===== src/rtl/sap_datapath_if.sv =====
// Controller and program-loader signals of the SAP-1 datapath, grouped as one bundle.
// master = microcode controller / loader side, slave = datapath side.
interface sap_datapath_if #(
    parameter int DATA_W = 8
);
    logic [15:0]       ctrl;
    logic              start;
    logic              prog_we;
    logic [3:0]        prog_addr;
    logic [DATA_W-1:0] prog_data;
    logic [3:0]        opcode;
    logic              flag_c;
    logic              flag_z;
    logic [DATA_W-1:0] out_data;
    logic              out_valid;
    logic              halted;
    logic [DATA_W-1:0] dbg_bus;

    modport master (
        output ctrl, start, prog_we, prog_addr, prog_data,
        input  opcode, flag_c, flag_z, out_data, out_valid, halted, dbg_bus
    );

    modport slave (
        input  ctrl, start, prog_we, prog_addr, prog_data,
        output opcode, flag_c, flag_z, out_data, out_valid, halted, dbg_bus
    );
endinterface


===== src/rtl/sap_datapath.sv =====
// SAP-1 datapath: registers, ALU, 16x8 RAM and shared bus; SAP_BUS_CONFLICT_CHECK_EN adds bus_err.
// Latency: register loads on the edge after ctrl is presented; out_valid one cycle after OUT loads.
// No backpressure: the controller owns sequencing; halted gates all ctrl bits.
module sap_datapath #(
    parameter int RAM_DEPTH = 16,
    parameter int DATA_W    = 8
) (
    input  logic          clk,
    input  logic          rst,
    sap_datapath_if.slave dp
`ifdef SAP_BUS_CONFLICT_CHECK_EN
    ,
    output logic          bus_err
`endif
);
    localparam int AW = 4;

    logic [AW-1:0]     pc;
    logic [AW-1:0]     mar;
    logic [DATA_W-1:0] ir;
    logic [DATA_W-1:0] a;
    logic [DATA_W-1:0] b;
    logic [DATA_W-1:0] out_reg;
    logic              flag_c_q;
    logic              flag_z_q;
    logic              out_valid_q;
    logic              halted_q;
    logic [DATA_W-1:0] ram [RAM_DEPTH];
    logic [DATA_W-1:0] bus;
    logic [DATA_W:0]   alu;
    logic              alu_zero;

    logic fi, jmp, co, ce, oi, bi, su, eo, ai, ao, ii, io, ri, ro, mi, hlt;

    assign {fi, jmp, co, ce, oi, bi, su, eo, ai, ao, ii, io, ri, ro, mi, hlt} = dp.ctrl;

    // Subtract is A + ~B + 1, so carry out means A >= B.
    assign alu      = {1'b0, a} + {1'b0, (su ? ~b : b)} + {{DATA_W{1'b0}}, su};
    assign alu_zero = (alu[DATA_W-1:0] == '0);

    always_comb begin
        bus = '0;
        if (eo)      bus = alu[DATA_W-1:0];
        else if (ao) bus = a;
        else if (ro) bus = ram[mar];
        else if (io) bus = {{(DATA_W-AW){1'b0}}, ir[AW-1:0]};
        else if (co) bus = {{(DATA_W-AW){1'b0}}, pc};
    end

    always_ff @(posedge clk or posedge rst) begin
        if (rst) begin
            pc          <= '0;
            mar         <= '0;
            ir          <= '0;
            a           <= '0;
            b           <= '0;
            out_reg     <= '0;
            flag_c_q    <= 1'b0;
            flag_z_q    <= 1'b0;
            out_valid_q <= 1'b0;
            halted_q    <= 1'b1;
        end else begin
            out_valid_q <= 1'b0;
            if (halted_q) begin
                if (dp.start) halted_q <= 1'b0;
            end else begin
                if (mi) mar <= bus[AW-1:0];
                if (ii) ir  <= bus;
                if (ai) a   <= bus;
                if (bi) b   <= bus;
                if (oi) begin
                    out_reg     <= bus;
                    out_valid_q <= 1'b1;
                end
                if (jmp)     pc <= bus[AW-1:0];
                else if (ce) pc <= pc + 4'd1;
                if (fi) begin
                    flag_c_q <= alu[DATA_W];
                    flag_z_q <= alu_zero;
                end
                if (hlt) halted_q <= 1'b1;
            end
        end
    end

    // RAM is deliberately left out of reset so a loaded program survives it.
    always_ff @(posedge clk) begin
        if (halted_q) begin
            if (dp.prog_we) ram[dp.prog_addr] <= dp.prog_data;
        end else if (ri) begin
            ram[mar] <= bus;
        end
    end

    assign dp.opcode    = ir[DATA_W-1 -: AW];
    assign dp.flag_c    = flag_c_q;
    assign dp.flag_z    = flag_z_q;
    assign dp.out_data  = out_reg;
    assign dp.out_valid = out_valid_q;
    assign dp.halted    = halted_q;
    assign dp.dbg_bus   = bus;

`ifdef SAP_BUS_CONFLICT_CHECK_EN
    logic multi_drv;
    assign multi_drv = ($countones({eo, ao, ro, io, co}) > 1);

    always_ff @(posedge clk or posedge rst) begin
        if (rst)                         bus_err <= 1'b0;
        else if (!halted_q && multi_drv) bus_err <= 1'b1;
    end

`ifndef SYNTHESIS
    always @(posedge clk) begin
        if (!rst && !halted_q && multi_drv)
            $display("sap_datapath: bus conflict, ctrl=%h", dp.ctrl);
    end
`endif
`endif
endmodule


===== src/flat_wrapper.sv =====
// flat-port wrapper written by rule: the top's interface ports become plain ports
module sap_datapath_flat 
#(
    parameter int RAM_DEPTH = 16,
    parameter int DATA_W    = 8
)
  (clk, rst, dp_ctrl, dp_start, dp_prog_we, dp_prog_addr, dp_prog_data, dp_opcode, dp_flag_c, dp_flag_z, dp_out_data, dp_out_valid, dp_halted, dp_dbg_bus);
  sap_datapath_if #(.DATA_W(DATA_W)) dp_i ();
  input  logic clk;
  input  logic rst;
  input wire logic [$bits(dp_i.ctrl)-1:0] dp_ctrl;
  input wire logic [$bits(dp_i.start)-1:0] dp_start;
  input wire logic [$bits(dp_i.prog_we)-1:0] dp_prog_we;
  input wire logic [$bits(dp_i.prog_addr)-1:0] dp_prog_addr;
  input wire logic [$bits(dp_i.prog_data)-1:0] dp_prog_data;
  output wire logic [$bits(dp_i.opcode)-1:0] dp_opcode;
  output wire logic [$bits(dp_i.flag_c)-1:0] dp_flag_c;
  output wire logic [$bits(dp_i.flag_z)-1:0] dp_flag_z;
  output wire logic [$bits(dp_i.out_data)-1:0] dp_out_data;
  output wire logic [$bits(dp_i.out_valid)-1:0] dp_out_valid;
  output wire logic [$bits(dp_i.halted)-1:0] dp_halted;
  output wire logic [$bits(dp_i.dbg_bus)-1:0] dp_dbg_bus;
  assign dp_i.ctrl = dp_ctrl;
  assign dp_i.start = dp_start;
  assign dp_i.prog_we = dp_prog_we;
  assign dp_i.prog_addr = dp_prog_addr;
  assign dp_i.prog_data = dp_prog_data;
  assign dp_opcode = dp_i.opcode;
  assign dp_flag_c = dp_i.flag_c;
  assign dp_flag_z = dp_i.flag_z;
  assign dp_out_data = dp_i.out_data;
  assign dp_out_valid = dp_i.out_valid;
  assign dp_halted = dp_i.halted;
  assign dp_dbg_bus = dp_i.dbg_bus;
  sap_datapath #(.RAM_DEPTH(RAM_DEPTH), .DATA_W(DATA_W)) u_core (.clk(clk), .rst(rst), .dp(dp_i));
endmodule

===== config.mk =====
export PLATFORM = sky130hd
export DESIGN_NAME = sap_datapath_flat
export DESIGN_NICKNAME = d
export VERILOG_FILES = /design/src/rtl/sap_datapath_if.sv /design/src/rtl/sap_datapath.sv /design/src/flat_wrapper.sv
export SDC_FILE = /design/constraint.sdc
export NUM_CORES = 1
export LEC_CHECK = 0
export ABC_AREA = 0
export BUFFER_PORTS_ARGS = -buffer_cell sky130_fd_sc_hd__buf_4
export CAP_MARGIN = 5
export CORE_MARGIN = 2
export CORE_UTILIZATION = 60
export CTS_CLUSTER_DIAMETER = 30
export CTS_CLUSTER_SIZE = 10
export DETAILED_ROUTE_END_ITERATION = 10
export HOLD_SLACK_MARGIN = 0.12
export PLACE_DENSITY = 0.79
export SYNTH_ARGS = -nofsm -noshare
export SYNTH_HDL_FRONTEND = slang
export SYNTH_SLANG_ARGS = --single-unit
export TNS_END_PERCENT = 100

===== constraint.sdc =====
create_clock -name clk -period 4.63 [get_ports clk]
set_clock_uncertainty 0.2 [all_clocks]
set_input_delay 0.463 -clock clk [delete_from_list [all_inputs] [get_ports clk]]
set_output_delay 0.463 -clock clk [all_outputs]
set_load 0.01 [all_outputs]

==> impl_metrics.env, run 1 <==
export IMPL_ir_drop_mv=0.3837
export IMPL_seq_power_share=0.376
export IMPL_die_h_um=118.9
export IMPL_diodes=0
export IMPL_critPathRequiredTime_ns=3.97
export IMPL_post_synth_top_count_cell="edfxtp_1"
export IMPL_switchingPower_uw=2210
export IMPL_drv_slew=0
export IMPL_rsz0062_at_grt="false"
export IMPL_syn_num_nets=618
export IMPL_crit_slowest_cell="dfrtp_1"
export IMPL_die_area_mm2=0.01415
export IMPL_pwr_share_clk=0.233
export IMPL_vias_per_cell=6.378
export IMPL_cts_resized=0
export IMPL_drive_gt1_frac=0.2068
export IMPL_die_x_um=118.9
export IMPL_wl_mm=19.24
export IMPL_postRouteAntennaNets=0
export IMPL_cp_slowest_stage_delay_ns=1.05
export IMPL_r2r_start="u_core.mar[0]"
export IMPL_nets=678
export IMPL_p_sw_frac=0.3734
export IMPL_clock_path_buffers=2
export IMPL_overflow=0
export IMPL_numCtsBuffers=17
export IMPL_path_class="register to output port"
export IMPL_start_util=0.6206
export IMPL_hold_path_class="primary input to register"
export IMPL_min_period_over_period=0.8576
export IMPL_synth_cell_types=70
export IMPL_grt_max_degree=45
export IMPL_cts_sink_count=172
export IMPL_synth_edf_count=128
export IMPL_synth_seq_area_share=0.6239
export IMPL_ys_top_cells_by_count="128 x edfxtp_1, 72 x nand2_1, 43 x dfrtp_1, 34 x nor2_1, 29 x o21ai_0"
export IMPL_async_reset_ff_frac=0.2558
export IMPL_arrival_ns=3.31
export IMPL_synth_top_area_share=0.4848
export IMPL_ctsHoldBuffers=4
export IMPL_ys_ff_latch=172
export IMPL_pin_count=56
export IMPL_setup_tns_ns=0
export IMPL_drc=0
export IMPL_synth_largest_area_cell="edfxtp_1"
export IMPL_grt_pass1_wl_mm=29.95
export IMPL_p_leak_uw=0.003411
export IMPL_ys_flop_type="edfxtp_1"
export IMPL_area_delta_synth_final_pct=14.02
export IMPL_grt_pass1_vias=5199
export IMPL_seq_area_mm2=0.004946
export IMPL_maxCapViolations=0
export IMPL_fmax_mhz=251.8
export IMPL_crit_top_cell="mux2i_1"
export IMPL_gp_congestion=0.9571
export IMPL_hold_viol=0
export IMPL_p_per_area_mw_per_mm2=654.8
export IMPL_pwr_share_comb=0.391
export IMPL_multiInputGateArea_mm2=0.002683
export IMPL_core_mm2=0.01277
export IMPL_ys_warn_count=0
export IMPL_netlist_area_mm2=0.007928
export IMPL_fillers=843
export IMPL_crit_chain="mux4_2 > mux2i_1 > mux2i_1 > o22ai_2 > inv_1 > buf_4"
export IMPL_cp_start_kind="register"
export IMPL_avgSynthCellArea_um2=13.79
export IMPL_relSlewSlack=0.2408
export IMPL_post_drt_wl_per_cell_um=23.46
export IMPL_tightest_slew_ns=1.131
export IMPL_startpoint="u_core.mar[0]"
export IMPL_dp_hpwl_mm=13.08
export IMPL_clk_pin_slew_ns=0.07
export IMPL_endpoint_kind="output port"
export IMPL_dr_total_vias=5230
export IMPL_ys_top_cells_by_area="edfxtp_1 48%, dfrtp_1 14%, mux4_2 5.1%, nand2_1 3.4%, mux4_1 2.7%"
export IMPL_drtPass1Iterations=5
export IMPL_io_buffers=55
export IMPL_cts_setup_buffers=0
export IMPL_root_buffer="clkbuf_16"
export IMPL_hp_start="dp_ctrl[15]"
export IMPL_grt_usage=0.2896
export IMPL_syn_inst=575
export IMPL_antenna_found_initial=0
export IMPL_cts_tree="yes"
export IMPL_drt_iter0_markers=652
export IMPL_h_tree_depth=4
export IMPL_timing_hold_ws_ns=0.1724
export IMPL_p_int_uw=3708
export IMPL_rows=41
export IMPL_finalCriticalPeriod_ns=3.971
export IMPL_critPathMaxFanout=19
export IMPL_clk_latency_ns=0.44
export IMPL_setup_violations_final=0
export IMPL_utilization=0.7076
export IMPL_outcome="finished clean"
==> final timing paths <==
check / endpoint / slack, ns / cells past startpoint
max reg2reg: u_core.ram[4][3] / 0.88 / 5
max in group asynchronous: u_core.dp.halted / 3.31 / 4
min: u_core.dp.flag_c / 0.17 / 4
min in group asynchronous: u_core.b[7] / 0.53 / 4
min reg2reg: u_core.dp.out_data[4] / 0.28 / 2
max: dp_dbg_bus[3] / 0.66 / 6
==> power by group through the flow <==
stage	registers, uW	clock network [uW]	logic (uW)
detailed placement	2250	0	2260
CTS	2220	1380	2280
global placement	2240	0	2220
global route	2260	1450	2500
finish	2230	1380	2310
floorplan	2130	0	1650
==> cells in the final DEF (no fill, tap or decap), types with 5 or more instances in the layout <==
master / n
xor2_1: 8
and3b_1: 5
a21oi_1: 22
nand2b_1: 6
inv_1: 19
nand2_1: 72
buf_4: 68
nor2b_1: 9
o21ai_1: 18
edfxtp_1: 128
ha_1: 10
nor2_1: 34
mux4_2: 18
dfrtp_1: 43
o21ai_0: 29
mux4_1: 8
mux2i_1: 20
o2111ai_1: 6
nor3b_1: 5
inv_6: 5
o211ai_1: 6
clkbuf_16: 17
==> critical path, delay by kind of cell, from the launching register on <==
family | cells | cell delay (ns)
AO/OA/AOI/OAI | 1 | 0.60
buffers and inverters | 2 | 0.26
flip-flops | 1 | 1.05
multiplexers | 3 | 0.94
==> cell type report <==
type / instances / share of cell area
inverter: 20 / 0.008306
timing repair buffer: 73 / 0.06146
clock inverter: 14 / 0.01495
multi-input combinational: 351 / 0.2968
sequential: 172 / 0.5472
clock buffer: 18 / 0.04748
tap: 172 / 0.02381
==> routing by layer <==
layer	GRT usage	share of wire	vias to the layer above
met5	0	0	-
met4	0.1109	0.021	0
met3	0.06897	0.094	40
met2	0.4511	0.49	284
met1	0.4001	0.40	2595
li1	-	-	2311
==> through the flow <==
stage / cell area, um2 / total power, uW / setup WS (ns) / instances
4_1_cts: 9034 / 5888 / 0.6211 / 819
5_1_grt: 9039 / 6205 / 0.4582 / 820
3_5_place_dp: 8429 / 4513 / 0.8685 / 783
3_3_place_gp: 8429 / 4462 / 0.9884 / 783
2_1_floorplan: 7928 / 3777 / 1.200 / 575
6_report: 9039 / 5919 / 0.6591 / 820
==> registers in the layout (all words and copies together), names as in the netlist, 4 cells and up <==
| register | cells |
|---|---|
| u_core.ram | 128 |
| u_core.a | 8 |
| u_core.b | 8 |
| u_core.dp.out_data | 8 |
| u_core.ir | 8 |
| u_core.mar | 4 |
| u_core.pc | 4 |
==> kinds of logic after synthesis <==
kind of cell / synth area share
AOI/OAI and AO/OA: 0.1078
xor gates and xnor gates: 0.01105
adders and majority gates: 0.01831
buffers and inverters: 0.03772
DFF: 0.6239
muxes: 0.1086
and+or+nand+nor: 0.09265
Note: power is estimated with default switching activity, not from simulation.
==> run 2: changes to the inputs <==
--- a/config.mk
+++ b/config.mk
@@ -8,13 +8,16 @@
 export ABC_AREA = 0
 export BUFFER_PORTS_ARGS = -buffer_cell sky130_fd_sc_hd__buf_4
 export CAP_MARGIN = 5
+export CELL_PAD_IN_SITES_DETAIL_PLACEMENT = 2
+export CELL_PAD_IN_SITES_GLOBAL_PLACEMENT = 2
 export CORE_MARGIN = 2
-export CORE_UTILIZATION = 60
+export CORE_UTILIZATION = 48
+export CTS_BUF_LIST = sky130_fd_sc_hd__clkbuf_8
 export CTS_CLUSTER_DIAMETER = 30
 export CTS_CLUSTER_SIZE = 10
 export DETAILED_ROUTE_END_ITERATION = 10
 export HOLD_SLACK_MARGIN = 0.12
-export PLACE_DENSITY = 0.79
+export PLACE_DENSITY_LB_ADDON = 0.1
 export SYNTH_ARGS = -nofsm -noshare
 export SYNTH_HDL_FRONTEND = slang
 export SYNTH_SLANG_ARGS = --single-unit
==> run 2 against run 1 <==
Net effect: combinational power grew 6%; utilization shrank 15 points; first-iteration DRC count shrank 30%; clock-buffer cell count shrank 1; sequential share of layout area grew 0.49 points; hold slack gained 0.029 ns; design area shrank 0.89%; sequential cell count is the same; global-route usage grew 0.71 points; sequential power is essentially flat; worst setup slack lost 0.073 ns; largest power group unchanged.
==> impl_metrics.env, run 2 (same netlist as run 1, synthesis figures left out) <==
export IMPL_vias_per_cell=6.126
export IMPL_largest_reg_flops=128
export IMPL_area_delta_synth_final_pct=13.01
export IMPL_cts_resized=0
export IMPL_drv_slew=0
export IMPL_critPathRequiredTime_ns=3.97
export IMPL_drt_iter0_markers=454
export IMPL_io_buffers=55
export IMPL_cp_start_kind="register"
export IMPL_post_drt_wl_per_cell_um=28.68
export IMPL_diodes=0
export IMPL_fin_ws_ns=0.5863
export IMPL_pin_count=56
export IMPL_clk_pin_slew_ns=0.10
export IMPL_grt_max_degree=45
export IMPL_final_common_cell="edfxtp_1"
export IMPL_arrival_ns=3.38
export IMPL_dr_total_vias=5293
export IMPL_rows=46
export IMPL_dp_cells=827
export IMPL_hold_viol=0
export IMPL_core_mm2=0.01600
export IMPL_root_buffer="clkbuf_8"
export IMPL_regMostFlops="u_core.ram"
export IMPL_start_util=0.4955
export IMPL_die_h_um=132.5
export IMPL_setup_tns_ns=0
export IMPL_tightest_slew_ns=1.322
export IMPL_ir_drop_mv=0.3245
export IMPL_preCtsSetupSlack_ns=0.7223
export IMPL_hold_path_class="primary input to register"
export IMPL_min_period_over_period=0.8734
export IMPL_instances_no_fill=864
export IMPL_drc=0
export IMPL_h_tree_depth=4
export IMPL_gp_congestion=0.8060
export IMPL_clock_path_buffers=2
export IMPL_wl_mm=24.78
export IMPL_relSlewSlack=0.1172
export IMPL_rsz0062_at_grt="false"
export IMPL_die_x_um=132.5
export IMPL_fillers=1477
export IMPL_p_leak_uw=0.003349
export IMPL_critPathMaxFanout=22
export IMPL_die_area_mm2=0.01756
export IMPL_overflow=0
export IMPL_fmax_mhz=247.3
export IMPL_final_cell_mix="128 x edfxtp_1, 72 x nand2_1, 67 x buf_4, 43 x dfrtp_1, 34 x nor2_1"
export IMPL_numCtsBuffers=17
export IMPL_drive_gt1_frac=0.2068
export IMPL_grt_usage=0.2967
export IMPL_maxCapViolations=0
export IMPL_drtPass1Iterations=5
export IMPL_nets=678
export IMPL_finalCriticalPeriod_ns=4.044
export IMPL_cts_sink_count=172
export IMPL_cts_tree="yes"
export IMPL_postRouteAntennaNets=0
export IMPL_outcome="finished clean"
export IMPL_path_class="register to output port"
export IMPL_p_per_area_mw_per_mm2=641.2
export IMPL_endpoint_kind="output port"
export IMPL_grt_pass1_wl_mm=37.29
export IMPL_clk_latency_ns=0.48
export IMPL_setup_violations_final=0
export IMPL_dp_hpwl_mm=17.14
export IMPL_grt_pass1_vias=5800
export IMPL_antenna_found_initial=0
-- run 2: cell count changes in the layout (fill, tap and decap cells not counted), sizes merged --
cell | previous run | this run
buf | 69 | 68
clkinvlp | 3 | 1
clkbuf | 18 | 17
clkinv | 5 | 8
dlygate4sd3 | 4 | 5
inv | 25 | 26
bufinv | 1 | 0
-- run 2: timing repair --
action / in CTS / in global routing
hold buffers: 5 / 0
buffers inserted: 0 / 0
endpoints found under the hold margin: 47 / 0
-- run 2: power by group --
group          internal [uW]  switching, uW
Sequential              1970            271
Clock                    411            658
Combinational            987           1450
-- run 2: per-layer routing --
metal,GRT usage,routed length (um),part of all wire,vias up
met5,0,0,0,-
met4,0.1410,1068,0.043,0
met3,0.06284,1325,0.053,66
met2,0.4991,12620,0.51,191
met1,0.3677,9766,0.39,2744
li1,-,-,-,2292
-- run 2: through the flow --
stage	total power [uW]	cell area (um2)	hold slack, ns	utilization
2_1_floorplan	3777	7928	0.2474	-
3_3_place_gp	4499	8497	0.2647	0.5310
3_5_place_dp	4653	8497	0.2817	0.5310
4_1_cts	5750	8959	0.1623	0.5599
5_1_grt	6045	8959	0.2056	0.5599
6_report	5744	8959	0.2009	0.5599
-- run 2: final timing paths --
path,from,end,slack [ns],cells after the start
max,u_core.mar[1],dp_dbg_bus[4],0.59,7
min,dp_ctrl[14],u_core.pc[3],0.20,3
max reg2reg,u_core.mar[1],u_core.ram[1][3],0.92,6
min reg2reg,u_core.dp.out_data[3],u_core.dp.out_data[3],0.30,2
max in group asynchronous,rst,u_core.a[7],3.06,3
min in group asynchronous,rst,u_core.dp.out_data[2],0.57,3
-- run 2: critical path: stages, from the launching register on --
cell,delay (ns)
dfrtp_1,0.91
buf_12,0.28
mux4_1,0.31
a22oi_1,0.37
o311ai_1,0.24
o211ai_2,0.46
inv_1,0.12
buf_4,0.17
-- run 2: cell type report --
cell class / instances / area (um2) / area share
clock inverters: 15 / 177.7 / 0.01983
repair buffers: 73 / 573.1 / 0.06397
flip-flops and latches: 172 / 4946 / 0.5521
clock buffers: 17 / 234.0 / 0.02612
multi-input cells: 351 / 2683 / 0.2994
inverters: 20 / 75.07 / 0.008380
well taps: 216 / 270.3 / 0.03017
==> run 3: changes to the inputs <==
--- a/config.mk
+++ b/config.mk
@@ -6,10 +6,12 @@
 export NUM_CORES = 1
 export LEC_CHECK = 0
 export ABC_AREA = 0
+export ABC_CLOCK_PERIOD_IN_PS = 4630
 export BUFFER_PORTS_ARGS = -buffer_cell sky130_fd_sc_hd__buf_4
 export CAP_MARGIN = 5
 export CELL_PAD_IN_SITES_DETAIL_PLACEMENT = 2
 export CELL_PAD_IN_SITES_GLOBAL_PLACEMENT = 2
+export CORE_ASPECT_RATIO = 1.4
 export CORE_MARGIN = 2
 export CORE_UTILIZATION = 48
 export CTS_BUF_LIST = sky130_fd_sc_hd__clkbuf_8
@@ -18,6 +20,7 @@
 export DETAILED_ROUTE_END_ITERATION = 10
 export HOLD_SLACK_MARGIN = 0.12
 export PLACE_DENSITY_LB_ADDON = 0.1
+export SETUP_SLACK_MARGIN = 0.02
 export SYNTH_ARGS = -nofsm -noshare
 export SYNTH_HDL_FRONTEND = slang
 export SYNTH_SLANG_ARGS = --single-unit
==> run 3 against run 2 <==
Net effect: sequential power is 2% higher; sequential share of layout area is 0.15 points lower; critical path depth stayed put; first-iteration DRC count is 18% lower; clock-buffer cell count stayed put; non-clock buffer count is 6 higher; cell count is 1.3% lower; critical path type unchanged; largest cell class unchanged.
==> impl_metrics.env, run 3 (same netlist as run 1, synthesis figures left out) <==
export IMPL_overflow=0
export IMPL_grt_max_degree=45
export IMPL_relSlewSlack=0.2410
export IMPL_antenna_found_initial=0
export IMPL_dr_total_vias=5323
export IMPL_root_buffer="clkbuf_8"
export IMPL_drtPass1Iterations=5
export IMPL_vias_per_cell=6.240
export IMPL_numCtsBuffers=17
export IMPL_largest_reg_flops=128
export IMPL_hold_viol=0
export IMPL_cp_slowest_stage_delay_ns=1.05
export IMPL_die_x_um=112.6
export IMPL_core_mm2=0.01617
export IMPL_cts_tree="yes"
export IMPL_start_util=0.4902
export IMPL_path_class="register to output port"
export IMPL_wl_mm=25.03
export IMPL_switchingPower_uw=2397
export IMPL_maxCapViolations=0
export IMPL_finalCriticalPeriod_ns=4.249
export IMPL_pin_count=56
export IMPL_die_h_um=156.1
export IMPL_setup_tns_ns=0
export IMPL_cp_start_kind="register"
export IMPL_fmax_mhz=235.3
export IMPL_diodes=0
export IMPL_p_sw_frac=0.4153
export IMPL_nets=684
export IMPL_grt_pass1_vias=5862
export IMPL_drive_gt1_frac=0.2125
export IMPL_gp_congestion=0.8618
export IMPL_tightest_slew_ns=1.134
export IMPL_arrival_ns=3.59
export IMPL_p_per_area_mw_per_mm2=642.5
export IMPL_final_cell_mix="128 x edfxtp_1, 72 x nand2_1, 72 x buf_4, 43 x dfrtp_1, 34 x nor2_1"
export IMPL_cts_resized=0
export IMPL_regMostFlops="u_core.ram"
export IMPL_grt_usage=0.2982
export IMPL_rsz0062_at_grt="false"
export IMPL_drt_iter0_markers=374
export IMPL_h_tree_depth=4
export IMPL_p_int_uw=3375
export IMPL_clk_pin_slew_ns=0.12
export IMPL_io_buffers=55
export IMPL_crit_chain="buf_4 > mux4_2 > mux2i_1 > mux2i_1 > o22ai_2 > inv_1 > buf_4"
export IMPL_drv_slew=0
export IMPL_crit_slowest_cell="dfrtp_1"
export IMPL_ir_drop_mv=0.3696
export IMPL_pwr_share_comb=0.414
export IMPL_post_drt_wl_per_cell_um=29.34
export IMPL_hold_path_class="primary input to register"
export IMPL_min_period_over_period=0.9178
export IMPL_clk_latency_ns=0.48
export IMPL_p_leak_uw=0.003381
export IMPL_die_area_mm2=0.01757
export IMPL_final_common_cell="edfxtp_1"
export IMPL_cts_setup_buffers=0
export IMPL_setup_violations_final=0
export IMPL_postRouteAntennaNets=0
export IMPL_drc=0
export IMPL_cts_sink_count=172
export IMPL_critPathRequiredTime_ns=3.97
export IMPL_pwr_share_clk=0.190
export IMPL_ctsHoldBuffers=7
export IMPL_critPathMaxFanout=22
export IMPL_crit_buf_inv=3
export IMPL_seq_power_share=0.396
export IMPL_path_delay_family="flip-flops"
export IMPL_rows=55
export IMPL_grt_pass1_wl_mm=37.55
export IMPL_timing_hold_ws_ns=0.2318
export IMPL_clock_path_buffers=2
export IMPL_dp_hpwl_mm=17.66
export IMPL_endpoint_kind="output port"
export IMPL_area_delta_synth_final_pct=13.30
export IMPL_outcome="finished clean"
run 3: worst paths after layout:
check	from	end	slack, ns	cells after the start
max	u_core.mar[1]	dp_dbg_bus[3]	0.38	7
min	dp_ctrl[7]	u_core.a[7]	0.23	4
max reg2reg	u_core.mar[1]	u_core.ram[7][3]	0.61	6
min reg2reg	u_core.ir[4]	u_core.ir[4]	0.30	2
max in group asynchronous	rst	u_core.a[3]	3.00	3
min in group asynchronous	rst	u_core.dp.out_data[5]	0.57	3
run 3: routing by layer:
layer  global-route usage  wire length, um
met1               0.3408             9198
met5                    0                0
met4               0.1481             1211
met3              0.05206             1024
met2               0.5358            13590
run 3: power groups by stage:
| stage | logic, uW | clock network [uW] | registers [uW] |
|---|---|---|---|
| final | 2390 | 1100 | 2290 |
| after global routing | 2580 | 1160 | 2320 |
| after CTS | 2390 | 1110 | 2290 |
| after detailed placement | 2340 | 0 | 2320 |
| after global placement | 2230 | 0 | 2300 |
| after floorplan | 1650 | 0 | 2130 |
run 3: worst reg2reg max path: stages (launching register included):
cell     delay [ns]
dfrtp_1        1.05
buf_4          0.32
mux4_2         0.52
mux2i_1        0.25
mux2i_1        0.16
o22ai_2        0.57
o21ai_1        0.55
run 3: stage by stage:
stage / utilization / instance area (um2) / setup slack, ns / total power (uW) / instances
CTS: 0.5554 / 8982 / 0.3820 / 5792 / 853
floorplan: - / 7928 / 1.200 / 3777 / 575
finish: 0.5554 / 8982 / 0.3806 / 5772 / 853
detailed placement: 0.5252 / 8493 / 0.6475 / 4664 / 814
global placement: 0.5252 / 8493 / 0.8629 / 4527 / 814
global route: 0.5554 / 8982 / 0.2606 / 6053 / 853
run 3: area by class of cell:
class,instances,area (um2)
inverter,20,75.07
tap,199,249.0
sequential,172,4946
multi-input combinational,351,2683
fill,1503,7189
timing repair buffer,79,610.6
clock inverter,15,185.2
clock buffer,17,234.0
